## config.mk

```make
export PLATFORM = sky130hd
export DESIGN_NAME = spi_slave
export DESIGN_NICKNAME = d
export VERILOG_FILES = /design/src/rtl/spi_slave.sv
export SDC_FILE = /design/constraint.sdc
export NUM_CORES = 1
export LEC_CHECK = 0
export ABC_CLOCK_PERIOD_IN_PS = 2700
export BUFFER_PORTS_ARGS = -buffer_cell sky130_fd_sc_hd__clkbuf_2
export CAP_MARGIN = 0
export CORE_MARGIN = 1
export CORE_UTILIZATION = 60
export CTS_CLUSTER_DIAMETER = 200
export DETAILED_ROUTE_END_ITERATION = 6
export PLACE_DENSITY = 0.83
export SLEW_MARGIN = 5
export SYNTH_ARGS = -nofsm -noshare
export SYNTH_HDL_FRONTEND = slang
export SYNTH_SLANG_ARGS = --single-unit
```

## constraint.sdc

```tcl
create_clock -name clk -period 2.7 [get_ports clk]
set_input_delay 0.54 -clock clk [delete_from_list [all_inputs] [get_ports clk]]
set_output_delay 0.54 -clock clk [all_outputs]
set_load 0.1 [all_outputs]
```

## src/rtl/spi_slave.sv

```systemverilog
// SPI slave serial front end: assembles 10-bit cmd+payload words from MOSI and shifts RAM read data out on MISO.
// Single clock domain; SS_n high at any posedge abandons the frame and returns to IDLE.
module spi_slave #(
    parameter int RX_WIDTH = 10,
    parameter int TX_WIDTH = 8
) (
    input  logic                clk,
    input  logic                rst_n,
    input  logic                SS_n,
    input  logic                MOSI,
    output logic                MISO,
    output logic [RX_WIDTH-1:0] rx_data,
    output logic                rx_valid,
    input  logic [TX_WIDTH-1:0] tx_data,
    input  logic                tx_valid
);

    localparam int CW  = $clog2(RX_WIDTH + 1);
    localparam int TCW = $clog2(TX_WIDTH + 1);
    localparam logic [CW-1:0]  RX_LAST = CW'(RX_WIDTH - 1);
    localparam logic [CW-1:0]  RX_FULL = CW'(RX_WIDTH);
    localparam logic [TCW-1:0] TX_LAST = TCW'(TX_WIDTH - 1);

    typedef enum logic [2:0] {IDLE, CHK_CMD, WRITE, READ_ADD, READ_DATA} state_t;

    state_t                state_q;
    logic [CW-1:0]         cnt_q;
    logic [RX_WIDTH-2:0]   rx_sr_q;
    logic [RX_WIDTH-1:0]   rx_data_q;
    logic                  rx_valid_q;
    logic                  rd_addr_seen_q;
    logic [TX_WIDTH-1:0]   tx_sr_q;
    logic [TCW-1:0]        tx_cnt_q;
    logic                  tx_cap_q;
    logic                  miso_q;

    assign MISO     = miso_q;
    assign rx_data  = rx_data_q;
    assign rx_valid = rx_valid_q;

    always_ff @(posedge clk or negedge rst_n) begin
        if (!rst_n) begin
            state_q        <= IDLE;
            cnt_q          <= '0;
            rx_sr_q        <= '0;
            rx_data_q      <= '0;
            rx_valid_q     <= 1'b0;
            rd_addr_seen_q <= 1'b0;
            tx_sr_q        <= '0;
            tx_cnt_q       <= '0;
            tx_cap_q       <= 1'b0;
            miso_q         <= 1'b0;
        end else begin
            rx_valid_q <= 1'b0;
            if (state_q != IDLE && SS_n) begin
                state_q  <= IDLE;
                cnt_q    <= '0;
                tx_cnt_q <= '0;
                tx_cap_q <= 1'b0;
                miso_q   <= 1'b0;
            end else begin
                case (state_q)
                    IDLE: begin
                        if (!SS_n) begin
                            state_q  <= CHK_CMD;
                            cnt_q    <= '0;
                            tx_cnt_q <= '0;
                            tx_cap_q <= 1'b0;
                            miso_q   <= 1'b0;
                        end
                    end
                    CHK_CMD: begin
                        rx_sr_q <= {{(RX_WIDTH-2){1'b0}}, MOSI};
                        cnt_q   <= CW'(1);
                        if (!MOSI)
                            state_q <= WRITE;
                        else if (rd_addr_seen_q)
                            state_q <= READ_DATA;
                        else
                            state_q <= READ_ADD;
                    end
                    default: begin
                        if (cnt_q < RX_FULL) begin
                            rx_sr_q <= {rx_sr_q[RX_WIDTH-3:0], MOSI};
                            cnt_q   <= cnt_q + CW'(1);
                            if (cnt_q == RX_LAST) begin
                                rx_data_q  <= {rx_sr_q, MOSI};
                                rx_valid_q <= 1'b1;
                                if (state_q == READ_ADD)
                                    rd_addr_seen_q <= 1'b1;
                                else if (state_q == READ_DATA)
                                    rd_addr_seen_q <= 1'b0;
                            end
                        end else if (state_q == READ_DATA) begin
                            // Only the first tx_valid of a read-data frame is taken; later ones are ignored.
                            if (tx_cnt_q != '0) begin
                                miso_q   <= tx_sr_q[TX_WIDTH-1];
                                tx_sr_q  <= tx_sr_q << 1;
                                tx_cnt_q <= tx_cnt_q - TCW'(1);
                            end else if (tx_valid && !tx_cap_q) begin
                                tx_cap_q <= 1'b1;
                                miso_q   <= tx_data[TX_WIDTH-1];
                                tx_sr_q  <= {tx_data[TX_WIDTH-2:0], 1'b0};
                                tx_cnt_q <= TX_LAST;
                            end else begin
                                miso_q <= 1'b0;
                            end
                        end
                    end
                endcase
            end
        end
    end

endmodule

```

# Word level (Yosys, flattened, before mapping)

Cells that the tools add are included.

Register bits: 42
Bits of input ports: 13

Add/sub/neg operators: 2
Magnitude comparators: 1
Equal/unequal tests: 8
Multiplexer cells: 38
Bitwise operators: 4
Reduce and logical (&&, ||, !) cells: 24

Operators with widths:

| kind                  | count |
|---|---|
| $mux W4               | 8 |
| $pmux W9 S2           | 1 |
| $mux W1               | 17 |
| $mux W8               | 2 |
| $pmux W4 S2           | 2 |
| $reduce_and A5 Y1     | 3 |
| $mux W3               | 4 |
| $reduce_bool A3 Y1    | 4 |
| $reduce_bool A4 Y1    | 3 |
| $mux W9               | 1 |
| $reduce_and A4 Y1     | 2 |
| $ne A3 B2 Y1 const B  | 2 |
| $pmux W3 S2           | 1 |
| $reduce_and A6 Y1     | 1 |
| $reduce_bool A2 Y1    | 3 |
| $add A4 B1 Y4 const B | 1 |
| $eq A4 B4 Y1 const B  | 1 |
| $lt A4 B4 Y1 const B  | 1 |
| $not A1 Y1            | 4 |
| $pmux W1 S2           | 2 |
| $reduce_and A2 Y1     | 2 |
| $sub A4 B1 Y4 const B | 1 |
| $eq A3 B1 Y1 const B  | 1 |
| $eq A3 B2 Y1 const B  | 1 |
| other kinds (8)       | 9 |

# Logic depth before layout (Yosys ltp)

Depth after elaboration: 8
Depth in mapped cells: 8
Depth with buffers taken out: 6

# Worst setup path before layout

Ideal clock, no wire load.

Path type: reg-to-reg
Start point: register tx_cnt_q[0]
End point: register tx_cnt_q[3]
Arrival: 1664 ps
Data required time: 2576 ps
Path slack: 912 ps
Stages on the path, launching flop included: 8
Path buffers: 1
Period minus slack after synthesis: 1788 ps
Path through: dfrtp_1 -> inv_1 -> ha_1 -> or3b_1 -> buf_6 -> o211ai_4 -> nor4bb_1 -> a211o_1

Word-level cells in the longest chain between the ends: 6
Elaborated cells on any way between the ends: 9
Classes of those cells: add/sub: 1; mux: 5; reduce/logical: 3

RTL lines:

| item                                                       | line   | source |
|---|---|---|
| from (decl)                                                | 33     | `logic [TCW-1:0] tx_cnt_q;` |
| from (signal assigned)                                     | 99     | `tx_cnt_q <= tx_cnt_q - TCW'(1);` |
| $sub A4 B1 Y4 / $reduce_bool A4 Y1 (equally long branches) | 99, 96 |  |
| $mux W4                                                    | 96     | `if (tx_cnt_q != '0) begin` |
| $mux W4                                                    | 94     | `end else if (state_q == READ_DATA) begin` |
| $mux W4                                                    | 83     | `if (cnt_q < RX_FULL) begin` |
| $pmux W4 S2                                                | 62     | `case (state_q)` |
| $mux W4                                                    | 55     | `if (state_q != IDLE && SS_n) begin` |

Parallel ways exist; a longest one is shown, timed or not. The select of a mux whose other input is x is not followed.
A chain may end at the register's enable or synchronous reset.

# Worst setup path in the final report

Ends and elaborated chain as after synthesis.

==> flow_summary.toml <==
[status]
status = "finished with violations"
violations = "design-rule violations"

[cells_and_area]
area_growth_syn_to_layout_pct = 9.960
diodes = 0
drive_above_1_share_pct = 23.83
fin_cells = 235
mostFrequentLayoutCells = "41 x dfrtp_1, 24 x clkbuf_2, 15 x nand2_1, 15 x o21ai_0, 11 x mux2_2"
final_common_cell = "dfrtp_1"
final_nets = 208

[setup_path]
cp_slowest_stage_delay_ps = 600
cp-start-kind = "register"
critPathTopFamily = "compound AO/OA/AOI/OAI gates"
critical_path_class = "register to register"
cp.arrival_ps = 2510
crit_buf_inv = 1
crit_fanout = 17
end_kind = "register"
path_cells = "inv_1, ha_1, or3b_1, o211ai_4, nor4bb_1, a211o_1"
cp_data_required_time_ps = 2940
slowest_stage = "or3b_1"

[yosys]
synthMuxAreaShare_pct = 9.761
synth-seq-cells = 41
synth_top_area_share_pct = 54.45
synth_cell_types = 41
seq_area_frac_synth_pct = 54.45
yosysTopAreaCell = "dfrtp_1"
synth_compound_area_share_pct = 17.93
netlist_area_sq_um = 1884
ys_top_cells_by_area = "dfrtp_1 54%, mux2_2 6.6%, o21ai_0 4.0%"
synthAdderAreaFrac_pct = 1.992
syn_avg_cell_area_sq_um = 11.28
synth_xor_area_share_pct = 0
ys_warn_count = 0
syn_inst = 167
synth_top_family_by_area = "compound AO/OA/AOI/OAI gates"
synth_nets = 183
synth-simple-area-share_pct = 12.15

[power_and_ir_drop]
leakagePower_uw = 0.001025
powerDensity_nw_per_um2 = 533.5
peakVddDrop_v = 0.0003580

[hold_path]
hold_path_class = "primary input to async pin"

[grt]
grt_max_degree = 42
overflow = 0
track_usage_pct = 23.69
grt_pass1_vias = 1342
grt_pass1_wl_mm = 5.927
antenna_found_initial = 0

[route]
vias_per_cell = 5.838
drt_first_pass_iters = 6
antenna_left = 0
drcViolationCount = 3
drt_iter0_markers = 63
drt-total-wl_mm = 3.414
vias = 1372
avgRoutedWirePerCell_um = 14.53

[timing]
setup_viol = 0
slew_violations = 0
worst_pin_slew_ps = 961.4
min_period_ps = 2270
finalCritPeriodShare_pct = 84.06
fmax_mhz = 440.6
hold_viol = 0
tns_ps = 0
rsz0062_at_grt = "false"
slew_headroom_pct = 35.91
fin_ws_ps = 430.3
fin_skew_ps = 13.43
fin_worst_hold_slack_ps = 321.2

[place]
portBuffers = 24
hpwl_mm = 2.511
placed_cells = 227
dp_worst_setup_slack_ps = 460.5
routabilityCongestion = 0.8189

[floorplan]
placeableCoreArea_sq_um = 2877
dieWidth_um = 58.04
die_height_um = 58.04
start_util_pct = 65.51
ios = 25
rows = 19
dieArea_sq_um = 3369

[clocking]
clk_latency_ps = 350
clk_path_buf_depth = 2
cts_htree_levels = 2
cts_setup_buffers = 0
root_buffer = "clkbuf_4"
cts_tree = "done"
cts_buffers = 5
postCtsHoldBufs = 0
clk_pin_slew_ps = 120
cts_sinks = 41
post_cts_resized = 0

[flow_run]
max_cap_viol_count = 0
-- report_power, final --
group | switching [uW] | internal, uW | leakage, uW
Clock | 191 | 99.3 | 0.0000320
Combinational | 77.1 | 56.0 | 0.000433
Sequential | 35.9 | 646 | 0.000560
Total | 304 | 801 | 0.00103
-- cells in the mapped netlist, drive strengths merged --
cell type,number
nand3,2
o2bb2ai,2
o22ai,2
or4b,1
a21o,2
buf,7
a22o,7
nand2b,2
a221o,1
mux2i,6
dfrtp,41
inv,7
ha,3
nor4b,1
o21ai,16
or3b,1
and2,1
nor3b,1
nor4bb,1
mux2,11
nand4bb,1
nand4b,1
o211ai,1
o21bai,1
nor2,9
o21a,1
o31ai,2
a211o,1
nor2b,1
a31oi,4
a21boi,1
a41o,1
or2,2
nor3,4
nand2,15
o221ai,1
a21oi,6
-- final timing paths --
path	from	endpoint	slack [ps]	cells past startpoint
worst max-delay path	tx_cnt_q[0]	tx_cnt_q[3]	430	6
worst min-delay path	rst_n	rx_sr_q[7]	320	1
worst max register to register	tx_cnt_q[0]	tx_cnt_q[3]	430	6
worst min register to register	tx_sr_q[7]	tx_sr_q[7]	500	2
max in group asynchronous	rst_n	cnt_q[0]	1780	1
min in group clk	tx_data[0]	tx_sr_q[1]	410	3
-- through the flow --
stage               utilization [%]  area, sq um  power, uW
finish                        72.03         2072       1106
global route                  72.03         2072       1155
CTS                           72.03         2072       1112
detailed placement            70.25         2021      826.8
global placement              70.25         2021      818.2
floorplan                         -         1884      779.2
-- metal layers --
metal	track usage, %	vias to the layer above	wire length [um]
met5	0	-	0
met3	4.241	9	147
met4	12.59	0	87
met2	38.26	50	1704
met1	30.55	657	1474
li1	-	656	-
-- cell families after synthesis --
group,count (synthesis)
AOI/OAI and AO/OA,49
DFF,41
adders and majority gates,3
muxes,17
buffers and inverters,14
and+or+nand+nor,43
-- sequential cells by signal, summed over array words and instances, names as in the netlist --
name,count
rx_valid,1
tx_cap_q,1
MISO,1
rx_data,10
cnt_q,4
tx_cnt_q,4
tx_sr_q,7
rd_addr_seen_q,1
state_q,3
rx_sr_q,9
-- layout make-up --
| class | instances | area, sq um |
|---|---|---|
| inverters | 7 | 26.28 |
| flip-flops and latches | 41 | 1026 |
| repair buffers | 25 | 127.6 |
| multi-input cells | 112 | 788.3 |
| clock inverters | 2 | 10.01 |
| well taps | 42 | 52.55 |
| fillers | 207 | 804.5 |
| clock buffers | 6 | 41.29 |
No activity file was read; power rests on OpenSTA's default activity.
